$ cat src/rtl/alu_exec_unit.sv
// Execute-stage datapath: ALU-control decoder, 32-bit ALU, PC+4 and branch-target adders,
// plus the registered V/Z/N status flags. Optional NOR operation enabled by `ALU_NOR_EN.
module alu_exec_unit (
    input  logic        clk,
    input  logic        reset,
    input  logic [1:0]  aluop,
    input  logic [3:0]  funct,
    input  logic [5:0]  opcode,
    input  logic [31:0] a,
    input  logic [31:0] b,
    input  logic [31:0] pc,
    input  logic [15:0] imm16,
    output logic [2:0]  gout,
    output logic [31:0] result,
    output logic        zout,
    output logic        vout,
    output logic        nout,
    output logic [31:0] pc_plus4,
    output logic [31:0] branch_target,
    output logic        v_flag,
    output logic        z_flag,
    output logic        n_flag
);

    logic [31:0] sum;
    logic [31:0] diff;
    logic        ovf_add;
    logic        ovf_sub;
    logic [2:0]  flags_d;
    logic [2:0]  flags_q;

    always_comb begin
        gout = 3'b010;
        unique case (aluop)
            2'b00: gout = 3'b010;
            2'b01: gout = 3'b110;
            2'b10: begin
                unique case (funct)
                    4'b0000: gout = 3'b010;
                    4'b0010: gout = 3'b110;
                    4'b0100: gout = 3'b000;
                    4'b0101: gout = 3'b001;
                    4'b1010: gout = 3'b111;
`ifdef ALU_NOR_EN
                    4'b0111: gout = 3'b100;
`endif
                    default: gout = 3'b010;
                endcase
            end
            default: begin
                unique case (opcode)
                    6'b001101: gout = 3'b001;
                    6'b001100: gout = 3'b000;
                    default:   gout = 3'b010;
                endcase
            end
        endcase
    end

    assign sum     = a + b;
    assign diff    = a - b;
    assign ovf_add = (a[31] == b[31]) && (sum[31] != a[31]);
    assign ovf_sub = (a[31] != b[31]) && (diff[31] != a[31]);

    always_comb begin
        result = 32'h0;
        vout   = 1'b0;
        unique case (gout)
            3'b000: result = a & b;
            3'b001: result = a | b;
            3'b010: begin
                result = sum;
                vout   = ovf_add;
            end
            3'b110: begin
                result = diff;
                vout   = ovf_sub;
            end
`ifdef ALU_NOR_EN
            3'b100: result = ~(a | b);
`endif
            // Signed compare: sign of the difference corrected by overflow.
            3'b111: result = {31'b0, diff[31] ^ ovf_sub};
            default: result = 32'h0;
        endcase
    end

    assign zout = (result == 32'h0);
    assign nout = result[31];

    assign pc_plus4      = pc + 32'd4;
    assign branch_target = pc_plus4 + {{14{imm16[15]}}, imm16, 2'b00};

    always_comb begin
        flags_d = {vout, zout, nout};
        if (reset) begin
            flags_d = 3'b000;
        end
    end

    always_ff @(posedge clk) begin
        flags_q <= flags_d;
    end

    assign {v_flag, z_flag, n_flag} = flags_q;

endmodule

$ cat config.mk
export PLATFORM = sky130hd
export DESIGN_NAME = alu_exec_unit
export DESIGN_NICKNAME = d
export VERILOG_FILES = /design/src/rtl/alu_exec_unit.sv
export SDC_FILE = /design/constraint.sdc
export NUM_CORES = 1
export LEC_CHECK = 0
export BUFFER_PORTS_ARGS = -buffer_cell sky130_fd_sc_hd__buf_2
export CAP_MARGIN = 20
export CORE_AREA = 2 2 101 152
export CTS_CLUSTER_DIAMETER = 100
export DETAILED_ROUTE_END_ITERATION = 7
export DIE_AREA = 0 0 103 154
export GPL_ROUTABILITY_DRIVEN = 0
export GPL_TIMING_DRIVEN = 0
export PLACE_DENSITY = 0.77
export RECOVER_POWER = 25
export SETUP_SLACK_MARGIN = 0.4
export SLEW_MARGIN = 5
export SYNTH_ARGS = -nofsm -noshare
export SYNTH_HDL_FRONTEND = slang
export SYNTH_SLANG_ARGS = --single-unit
export TNS_END_PERCENT = 50
$ cat constraint.sdc
create_clock -name clk -period 5.28 [get_ports clk]
set_input_delay 0.528 -clock clk [delete_from_list [all_inputs] [get_ports clk]]
set_output_delay 0.528 -clock clk [all_outputs]
set_load 0.02 [all_outputs]
# --- Word-level counts from Yosys, hierarchy flattened ---
# Cells that the tools add are included.
totals:
  register_bits: 3
  out_inout_bits: 105
  in_bits: 126
  word_cells: 34
op_classes:
  eq_ne: 16
  n_bitwise: 3
  reduce_logical: 5
  n_mux: 5
  add_sub_neg: 4
op_table:
  columns: ["operator", "n"]
  rows:
  - ["case mux 32 bit (5 select lines)", 1]
  - ["adder 32 bit", 2]
  - ["adder 32 x 3 -> 32 bit, second input constant", 1]
  - ["bitwise AND 32 bit", 1]
  - ["zero test 32 bit", 1]
  - ["OR 32 bit", 1]
  - ["subtractor 32 bit", 1]
  - ["== test 6 x 4 -> 1 bit, second input constant", 2]
  - ["case mux 3 bit (4 select lines)", 1]
  - ["case mux 3 bit (3 select lines)", 1]
  - ["== test 4 x 3 -> 1 bit, second input constant", 2]
  - ["== test 3 bit, second input constant", 2]
  - ["== test 4 x 2 -> 1 bit, second input constant", 1]
  - ["== test 4 bit, second input constant", 1]
  - ["case mux 2 bit (2 select lines)", 1]
  - ["== test 3 x 1 -> 1 bit, second input constant", 1]
  - ["== test 3 x 2 -> 1 bit, second input constant", 1]
  - ["zero test 3 bit", 1]
  - ["!= test 1 bit", 3]
  - ["== test 2 x 1 -> 1 bit, second input constant", 1]
  - ["== test 2 bit, second input constant", 1]
  - ["logical AND 1 bit", 2]
  - ["zero test 2 bit", 1]
  - ["case mux 1 bit (2 select lines)", 1]
  - ["other kinds (2)", 2]

# --- Longest topological paths before layout ---
# Gate-level depths: netlist of run 1.
depth:
  word_depth: 6
  ltp_mapped: 21
  ltp_nobuf: 20

# --- Worst setup path before layout of run 1 ---
# No wires, ideal clock.
synth_timing:
  path_kind: "input to output"
  startpoint: "input a[6]"
  endpoint: "output zout"
  path_stages: 18
  required_ns: 4.752
  slack_ns: 0.125
  n_path_buf: 1
  arrival_ns: 4.627
  cell_sequence: "inv_1 > ha_1 > buf_2 > nor2b_1 > nor4_1 > a211o_1 > o31a_1 > o221ai_1 > a211oi_1 > nor2_1 > nor2_1 > nor2_1 > nor2_1 > fa_1 > o221ai_1 > or2_2 > or4_4 > nor3_1"
synth_between:
  word_cells_on_any_way: 9
  classes_between: "add/sub (2); eq/ne (1); mux (1); bitwise (3); reduce/logical (2)"
synth_rtl:
  columns: ["item", "line_no", "text"]
  rows:
  - ["start: declaration", "9", "input logic [31:0] a,"]
  - ["subtractor 32 bit or adder 32 bit (tied branches)", "61, 60", null]
  - ["case mux 32 bit (5 select lines) (*)", "68", "unique case (gout)"]
  - ["net nout", "17", "output logic nout,"]
  - ["zero test 32 bit (*)", "88", "assign zout = (result == 32'h0);"]
  - ["end: declaration", "15", "output logic zout,"]
# The timed path passes the listed nets; every way through them passes the cells marked *.

# --- Worst setup path after layout of run 1 ---
layout_timing:
  startpoint: "input aluop[1]"
  endpoint: "output zout"
layout_between:
  elab_chain_len: 5
  word_cells_on_any_way: 11
  classes_between: "eq/ne (6); mux (2); reduce/logical (3)"
layout_rtl:
  columns: ["item", "line_no", "text"]
  rows:
  - ["start: declaration", "6", "input logic [1:0] aluop,"]
  - ["== test 2 bit (tied with other cells)", "34", "unique case (aluop)"]
  - ["case mux 3 bit (3 select lines) (*)", "34", null]
  - ["== test 3 bit (tied with other cells)", "68", null]
  - ["case mux 32 bit (5 select lines) (*)", "68", null]
  - ["zero test 32 bit (*)", "88", null]
# Every way passes the cells marked *; elsewhere a longest branch is shown, timed or not.

==> results of run 1 <==
-- cells in the final DEF, fill, tap and decap left out, types with 8 or more instances in the layout --
cell type  count
o31ai_1        9
xnor2_1       43
or3_1         10
a21oi_1       96
a21o_1        14
ha_4          14
inv_1         90
a31oi_1       12
ha_1         113
clkbuf_1      42
and3_1         9
o21a_1        12
buf_4         38
a221o_1       16
nand4_1       15
xor2_1        18
o221ai_1      12
o21bai_1      10
nand2b_1       9
nor2_1       101
buf_2        203
nand2_1       81
a221oi_1       9
a211oi_1       8
inv_2         17
nor2b_1       17
nor4_1        10
nand3_1       22
o211ai_1      14
o21ai_0       46
nor3_1        15
-- per-layer routing --
layer  routed length, um  share of wire [%]  vias up  track usage [%]
met2               13720                 50      561            59.65
met4                2126                7.7        0            21.05
met5                   0                  0        -                0
li1                    -                  -     4352                -
met3                2359                8.6      174            4.545
met1                9266                 34     4274            32.19
-- metrics by stage --
stage / setup TNS, ns / power, mW / cells
final: 0 / 1.431 / 1503
after global routing: 0 / 1.524 / 1503
after CTS: 0 / 1.385 / 1494
after detailed placement: -1.083 / 1.178 / 1472
after global placement: -0.9679 / 1.164 / 1472
after floorplan: 0 / 0.8125 / 1048
-- Yosys cell counts, types with 4 or more instances --
| cell | n |
|---|---|
| inv_1 | 105 |
| o21bai_1 | 10 |
| or4_1 | 7 |
| nand2_1 | 81 |
| a221oi_1 | 10 |
| o21ai_0 | 48 |
| and2_1 | 6 |
| o31ai_1 | 10 |
| buf_4 | 5 |
| a31oi_1 | 12 |
| nand2b_1 | 10 |
| fa_1 | 4 |
| a21oi_1 | 97 |
| a211o_1 | 4 |
| clkbuf_1 | 27 |
| nor3_1 | 20 |
| nand4_1 | 15 |
| a22oi_1 | 5 |
| a221o_1 | 16 |
| o22ai_1 | 6 |
| nor4_1 | 13 |
| buf_1 | 6 |
| xnor2_1 | 49 |
| nand3_1 | 23 |
| o21ai_1 | 4 |
| a211oi_1 | 12 |
| or2_2 | 4 |
| a21o_1 | 14 |
| buf_2 | 9 |
| ha_1 | 130 |
| a41oi_1 | 6 |
| o221ai_1 | 15 |
| o21a_1 | 12 |
| nor2b_1 | 18 |
| nor2_1 | 105 |
| o221a_2 | 4 |
| o41ai_1 | 7 |
| o211ai_1 | 14 |
| o31a_1 | 4 |
| and3_1 | 11 |
| or3_1 | 10 |
| xor2_1 | 19 |
-- cells by family after synthesis --
| kind of cell | count (synthesis) | share of synthesized area (%) |
|---|---|---|
| flip-flops | 3 | 0.8517 |
| adder cells (fa/ha/maj) | 134 | 24.20 |
| AND/OR/NAND/NOR | 343 | 24.08 |
| XOR/XNOR | 68 | 8.446 |
| buffers and inverters | 155 | 8.783 |
| AO/OA/AOI/OAI | 342 | 33.22 |
| multiplexers | 3 | 0.4259 |
-- power breakdown --
part	internal, mW	switching, mW
Combinational	0.489	0.793
Sequential	0.0246	0.000455
Clock	0.0999	0.0233
-- worst max-delay path by stage --
stage	from	to	cells after the start
after floorplan	a[6]	zout	18
after global placement	a[6]	zout	23
after detailed placement	a[6]	zout	23
after CTS	b[16]	zout	20
after global routing	a[10]	zout	22
final	aluop[1]	zout	14
-- critical path: stages --
cell	delay, ns
buf_2	0.12
nor2b_1	0.16
a31oi_1	0.52
inv_1	0.19
nor2_1	0.43
clkbuf_1	0.51
buf_1	0.57
buf_1	0.59
a221oi_1	0.20
o21ai_0	0.27
nor3_1	0.14
nand4_1	0.18
nor3_2	0.07
buf_4	0.16
-- final cells by class --
cell class / instances / area share [%]
Sequential cell: 3 / 0.6463
Clock buffer: 4 / 0.8483
Buffer: 48 / 3.231
Inverter: 107 / 4.322
Antenna cell: 1 / 0.02693
Timing Repair Buffer: 254 / 14.25
Multi-Input combinational cell: 890 / 74.04
Tap cell: 196 / 2.639
-- what timing repair did --
item / 4_1_cts / 5_1_grt
endpoints found under the hold margin: 0 / 0
resized for setup: 103 / 29
cloned: 0 / 0
pin swaps: 29 / 17
endpoints found under the setup margin: 10 / 7
buffers inserted: 18 / 8
==> impl_metrics.toml, run 1 <==
[global_routing]
overflow = 0
grt_pass1_wl_um = 41860
grt_pass1_vias = 8862
grt_usage_pct = 32.24
antenna_found_initial = 1
grt_max_degree = 16

[worst_setup_path]
crit_path_start_kind = "primary input"
endpoint_kind = "output pin"
cp.arrival_ns = 4.65
crit_type = "primary input to output pin"
required_ns = 4.75
worstPathMaxFanout = 10

[clock_tree]
clockBufferDepth = 2
cts_sinks = 3
cts_hold_buffers = 0
clk_pin_slew_ns = 0.03
numCtsBuffers = 3
ctsHtreeMaxLevel = 1
cts_root_buffer = "clkbuf_16"
cts_tree = "yes"

[place]
io_buffers = 228
hpwl_um = 21840
pre_cts_ws_ns = -0.7113
placed_cell_area_mm2 = 0.008451

[sta]
finalCritPeriodShare_pct = 98.09
maxSlewViolCount = 0
slew_headroom_pct = 47.35
timing.fmax_mhz = 193.1
finalWorstSetupSlack_ns = 0.1010
rsz0062_at_grt = "yes"
hold_viol = 0
worst_hold_slack_ns = 0.5162
worstMarginPinSlew_ns = 0.7897
setup_violations = 0
final.min_clock_period_ns = 5.179

[layout]
largest_reg_flops = 3
largest-register = "flags_q"
final-seq-area_um2 = 60.06
layout.nets = 1567
stdcell_area_mm2 = 0.009293
nFillCells = 1358
area.growth.synth_to_final_pct = 31.78
drive_above_1_share_pct = 27.57
multiInputGateArea_mm2 = 0.006880
top_regs = "flags_q x3"
fin_util_pct = 64.27

[min_path]
min_from = "reset"
whs_path_depth = 2
hold_path.class = "primary input to flip-flop"
hold_end = "flags_q[2]$_SDFF_PP0_"

[floorplanning]
die-width_um = 103
io_pins = 231
die_h_um = 154
row_count = 54
start_util_pct = 48.77
core_mm2 = 0.01446
dieArea_mm2 = 0.01586

[route]
num_vias = 9361
drtAntennaViolNets = 0
wl_per_cell_um = 18.28
wl_um = 27480
via_per_inst = 6.228
first_pass_iters = 6
drc = 0
dr.first_iter.drc_count = 723

[power]
leakagePower_nw = 4.418
ir_worst_vdd_mv = 0.09107
power_density_mw_per_mm2 = 154.0

[synth]
ys_types = 78
avgSynthCellArea_um2 = 6.729
synth_edf_count = 0
ys.warnings.count = 0
synthTopCellsByArea = "ha_1 23%, a21oi_1 6.9%, xnor2_1 6.1%, inv_1 5.6%, nor2_1 5.6%"
synth_area_leader_cell = "ha_1"
synth_seq_cells = 3
synth_nets = 1308
synth_async_sr_flop_share_pct = 0
synth_top_cell_area_share_pct = 23.07
netlist_area_mm2 = 0.007052
synth.yosys.seq_area_share_pct = 0.8517
netlist_instances = 1048
ys.flop_type = "dfxtp_1"

[flow_run]
cap_violations = 0

[outcome]
outcome = "complete, no violations"
Note: power is estimated with default switching activity, not from simulation.
==> run 2, diff against run 1 <==
--- a/config.mk
+++ b/config.mk
@@ -14,10 +14,10 @@
 export GPL_ROUTABILITY_DRIVEN = 0
 export GPL_TIMING_DRIVEN = 0
 export PLACE_DENSITY = 0.77
-export RECOVER_POWER = 25
+export RECOVER_POWER = 100
 export SETUP_SLACK_MARGIN = 0.4
 export SLEW_MARGIN = 5
 export SYNTH_ARGS = -nofsm -noshare
 export SYNTH_HDL_FRONTEND = slang
 export SYNTH_SLANG_ARGS = --single-unit
-export TNS_END_PERCENT = 50
+export TNS_END_PERCENT = 1
==> run 2 against run 1 <==
Against the previous run: die area stayed put; sequential power hardly changed; first-iteration DRC count increased by 1.1%; largest power group unchanged; global-route usage fell by 0.16 points; routed wire length down 1.1%; critical path type unchanged; worst setup slack barely moved; via count fell by 0.40%; critical path depth did not move; critical endpoint unchanged.
==> impl_metrics.toml, run 2 (same netlist as run 1, synthesis figures left out) <==
[outcome]
outcome = "complete, no violations"

[route]
via_per_inst = 6.237
wl_met1_um = 9354
wl_um = 27180
routed-wl-met3_um = 2185
wl_per_cell_um = 18.18
drtAntennaViolNets = 0
dr.first_iter.drc_count = 731
wl_met2_um = 13520
num_vias = 9324
top_layer = "met4"
drc = 0
first_pass_iters = 8

[sta]
hold_viol = 0
finalCritPeriodShare_pct = 98.08
final.min_clock_period_ns = 5.179
worst_hold_slack_ns = 0.5164
rsz0062_at_grt = "yes"
worstMarginPinSlew_ns = 0.7835
maxSlewViolCount = 0
setup_violations = 0
timing.fmax_mhz = 193.1
slew_headroom_pct = 47.77

[worst_setup_path]
crit_type = "primary input to output pin"
required_ns = 4.75
crit_path_start_kind = "primary input"
cp.arrival_ns = 4.65
cp-startpoint = "aluop[1]"
worstPathMaxFanout = 10
endpoint_kind = "output pin"

[power]
ir_worst_vdd_mv = 0.09079
leakagePower_nw = 4.167
power_density_mw_per_mm2 = 154.5

[layout]
layout.nets = 1559
fin_util_pct = 62.41
area.growth.synth_to_final_pct = 27.96
layout_commonest_cell = "buf_2"
largest_reg_flops = 3
mostFrequentLayoutCells = "146 x buf_2, 115 x ha_1, 106 x clkbuf_1, 102 x nor2_1, 96 x a21oi_1"
largest-register = "flags_q"
top_regs = "flags_q x3"
drive_above_1_share_pct = 21.03

[clock_tree]
cts_tree = "yes"
cts_hold_buffers = 0
clk_pin_slew_ns = 0.03
cts_root_buffer = "clkbuf_16"
ctsHtreeMaxLevel = 1
clockBufferDepth = 2
cts_sinks = 3
numCtsBuffers = 3

[place]
io_buffers = 228
hpwl_um = 21840

[floorplanning]
die_h_um = 154
dieArea_mm2 = 0.01586
die-width_um = 103
io_pins = 231
core_mm2 = 0.01446
row_count = 54
start_util_pct = 48.77

[global_routing]
grt_pass1_vias = 8820
overflow = 0
antenna_found_initial = 1
grt_pass1_wl_um = 41640
grt_max_degree = 16
grt_usage_pct = 32.09

[min_path]
hold_path.class = "primary input to flip-flop"
hold_end = "flags_q[2]$_SDFF_PP0_"
whs_path_depth = 2
min_from = "reset"

[flow_run]
cap_violations = 0
## run 2: stage by stage
stage | setup WS (ns) | cells | power [mW] | setup TNS [ns] | cell area (um2)
floorplan | 0.2977 | 1048 | 0.8125 | 0 | 7064
global placement | -0.7027 | 1472 | 1.164 | -0.9679 | 8451
detailed placement | -0.7113 | 1472 | 1.178 | -1.083 | 8451
CTS | 0.2796 | 1492 | 1.379 | 0 | 9086
global route | -0.002398 | 1495 | 1.486 | -0.002398 | 9024
finish | 0.1015 | 1495 | 1.394 | 0 | 9024
## run 2: report_power, final
part	leakage, nW	switching [mW]	total [mW]	internal, mW
clock	0.0382	0.0234	0.123	0.0999
combinational	4.10	0.789	1.25	0.456
sequential	0.0246	0.000447	0.0251	0.0246
## run 2: what timing repair did
action,in CTS,in global routing
cloned,0,0
buffers inserted,16,2
endpoints found under the setup margin,10,8
pin swaps,28,6
resized for setup,98,10
## run 2: per-layer routing
| layer | GRT usage, % | up-vias |
|---|---|---|
| met5 | 0 | - |
| li1 | - | 4345 |
| met4 | 20.80 | 0 |
| met2 | 59.62 | 560 |
| met3 | 4.409 | 175 |
| met1 | 31.94 | 4244 |
## run 2: area by class of cell
type / instances / area (um2)
multi-input combinational: 890 / 6750
fill: 1441 / 5435
timing repair buffer: 246 / 1186
inverter: 107 / 401.6
buffer: 48 / 299.0
tap: 196 / 245.2
clock buffer: 4 / 78.83
sequential: 3 / 60.06
antenna: 1 / 2.502
## run 2: worst max path at each step
stage                        end  slack [ns]  cells past startpoint
2_1_floorplan               zout        0.30                     18
3_3_place_gp                zout       -0.70                     23
3_5_place_dp                zout       -0.71                     23
4_1_cts                     zout        0.28                     20
5_1_grt        branch_target[29]      -0.002                     20
6_report                    zout        0.10                     14
## run 2: worst max-delay path, stage by stage
cell      delay (ns)
buf_2           0.12
nor2b_1         0.16
a31oi_1         0.53
inv_1           0.19
nor2_1          0.43
clkbuf_1        0.49
clkbuf_1        0.58
clkbuf_1        0.56
a221oi_1        0.20
o21ai_0         0.29
nor3_1          0.15
nand4_1         0.18
nor3_2          0.07
buf_4           0.17
==> run 3, diff against run 2 <==
--- a/config.mk
+++ b/config.mk
@@ -7,15 +7,16 @@
 export LEC_CHECK = 0
 export BUFFER_PORTS_ARGS = -buffer_cell sky130_fd_sc_hd__buf_2
 export CAP_MARGIN = 20
-export CORE_AREA = 2 2 101 152
+export CELL_PAD_IN_SITES_DETAIL_PLACEMENT = 0
+export CELL_PAD_IN_SITES_GLOBAL_PLACEMENT = 1
+export CORE_AREA = 2 2 112 168
 export CTS_CLUSTER_DIAMETER = 100
 export DETAILED_ROUTE_END_ITERATION = 7
-export DIE_AREA = 0 0 103 154
+export DIE_AREA = 0 0 114 170
 export GPL_ROUTABILITY_DRIVEN = 0
 export GPL_TIMING_DRIVEN = 0
-export PLACE_DENSITY = 0.77
+export PLACE_DENSITY_LB_ADDON = 0.1
 export RECOVER_POWER = 100
-export SETUP_SLACK_MARGIN = 0.4
 export SLEW_MARGIN = 5
 export SYNTH_ARGS = -nofsm -noshare
 export SYNTH_HDL_FRONTEND = slang
==> constraint.sdc (replaced) <==
create_clock -name clk -period 6.4 [get_ports clk]
set_input_delay 0.64 -clock clk [delete_from_list [all_inputs] [get_ports clk]]
set_output_delay 0.64 -clock clk [all_outputs]
set_load 0.02 [all_outputs]
==> run 3 against run 2 <==
Against the previous run: first-iteration DRC count shrank 31%; clock power decreased by 17%; critical path depth up 6; cell area fell by 6.3%; core utilization decreased by 15 points; global-route usage decreased by 4.6 points; sequential cell count unchanged; sequential power is 18% lower; hold slack better by 0.12 ns; final cell count is 0.13% higher.
==> impl_metrics.toml, run 3 (same netlist as run 1, synthesis figures left out) <==
[clock_tree]
clk_pin_slew_ns = 0.03
cts_sinks = 3
ctsHtreeMaxLevel = 1
numCtsBuffers = 3
cts_root_buffer = "clkbuf_16"
cts_tree = "yes"
clockBufferDepth = 2
cts_hold_buffers = 0

[power]
power_frac_seq_pct = 1.9
leakagePower_nw = 3.977
power.share.switching_pct = 59.85
p_sw_mw = 0.6483
power.internal_mw = 0.4349
ir_worst_vdd_mv = 0.06228
p_clk_share_pct = 9.4
power_density_mw_per_mm2 = 128.2
power_mw = 1.083
combPwrFrac_pct = 88.7

[min_path]
hold_path.class = "primary input to flip-flop"
hold_end = "flags_q[2]$_SDFF_PP0_"
whs_path_depth = 2
min_from = "reset"

[global_routing]
overflow = 0
antenna_found_initial = 0
grt_pass1_wl_um = 43100
grt_max_degree = 16
grt_usage_pct = 27.46
grt_pass1_vias = 8467

[sta]
rsz0062_at_grt = "no"
worstMarginPinSlew_ns = 0.8892
slew_headroom_pct = 40.72
maxSlewViolCount = 0
hold_viol = 0
finalWorstSetupSlack_ns = 0.3365
setup_violations = 0
worst_hold_slack_ns = 0.6401
tns_ns = 0
final.min_clock_period_ns = 6.064
timing.fmax_mhz = 164.9
finalCritPeriodShare_pct = 94.74

[floorplanning]
die-width_um = 114
start_util_pct = 39.47
core_mm2 = 0.01787
io_pins = 231
die_h_um = 170
row_count = 60
dieArea_mm2 = 0.01938

[layout]
layout.nets = 1541
largest_reg_flops = 3
finalNonFillerCells = 1497
top_regs = "flags_q x3"
nFillCells = 2012
stdcell_area_mm2 = 0.008452
area.growth.synth_to_final_pct = 19.85
largest-register = "flags_q"
mostFrequentLayoutCells = "143 x buf_2, 130 x ha_1, 123 x clkbuf_1, 105 x nor2_1, 105 x inv_1"
layout_commonest_cell = "buf_2"
antenna_cells = 0
drive_above_1_share_pct = 13.75
fin_util_pct = 47.30

[route]
wl_met1_um = 10480
first_pass_iters = 5
via_per_inst = 5.865
drtAntennaViolNets = 0
num_vias = 8780
routed-wl-met3_um = 1308
drc = 0
dr.first_iter.drc_count = 503
top_layer = "met4"
wl_per_cell_um = 18.69
wl_met2_um = 14630
wl_um = 27980

[place]
dp.cells = 1493
pre_cts_ws_ns = 0.007032
placed_cell_area_mm2 = 0.008464
io_buffers = 228
hpwl_um = 23670

[worst_setup_path]
crit_slowest_cell = "a2111oi_1"
max_stage_delay_ns = 0.60
path_delay_family = "compound AO/OA/AOI/OAI gates"
crit_path_start_kind = "primary input"
endpoint_kind = "output pin"
cp.arrival_ns = 5.42
worstPathMaxFanout = 10
path_cells = "buf_2 -> inv_1 -> ha_1 -> clkbuf_1 -> inv_1 -> a21oi_1 -> o31ai_1 -> a2111oi_1 -> o221ai_2 -> a211oi_1 -> nor2_1 -> nor2_1 -> nor2_1 -> nor2_1 -> fa_1 -> o221ai_1 -> or2_2 -> or4_4 -> nor3_1 -> buf_2"
cpMostUsedCell = "nor2_1"
required_ns = 5.76
crit_type = "primary input to output pin"
cp_num_buf_inv = 5

[outcome]
outcome = "complete, no violations"

[flow_run]
cap_violations = 0
-- run 3: cell count changes in the layout (fill, tap and decap cells not counted), moves of 13 or more --
cell / previous run / this run
buf_4: 28 / 5
clkbuf_1: 106 / 123
ha_1: 115 / 130
inv_1: 90 / 105
inv_2: 17 / 2
ha_4: 13 / 0
-- run 3: power by group through the flow --
stage / Clock [mW] / Sequential (mW) / Combinational [mW]
floorplan: 0 / 0.0228 / 0.647
global placement: 0 / 0.0208 / 0.965
detailed placement: 0 / 0.0209 / 0.967
CTS: 0.102 / 0.0206 / 0.973
global route: 0.103 / 0.0207 / 1.05
finish: 0.102 / 0.0206 / 0.961
-- run 3: worst max path at each step --
stage / start / to / slack, ns / cells past startpoint
global placement: a[6] / zout / -0.01 / 23
CTS: a[6] / zout / 0.18 / 23
detailed placement: a[6] / zout / 0.007 / 23
finish: a[10] / zout / 0.34 / 20
floorplan: a[6] / zout / 1.02 / 18
global route: a[5] / zout / 0.04 / 23
-- run 3: layout make-up --
cell class / count / area (um2) / area share, %
Buffer: 48 / 215.2 / 2.546
Clock buffer: 4 / 78.83 / 0.9326
Inverter: 107 / 401.6 / 4.752
Multi-Input combinational cell: 890 / 6397 / 75.69
Sequential cell: 3 / 60.06 / 0.7106
Tap cell: 217 / 271.5 / 3.212
Timing Repair Buffer: 228 / 1027 / 12.15
-- run 3: layer usage --
metal  vias to the layer above  GRT usage [%]
met5                         -              0
met4                         0          13.68
met3                        97          2.066
met2                       314          53.13
met1                      4064          29.26
li1                       4305              -
-- run 3: what timing repair did --
item | 4_1_cts | 5_1_grt
hold endpoints to repair | 0 | 0
buffers inserted | 0 | 0
resized for setup | 1 | 4
endpoints found under the setup margin | 1 | 1
gates cloned | 0 | 0
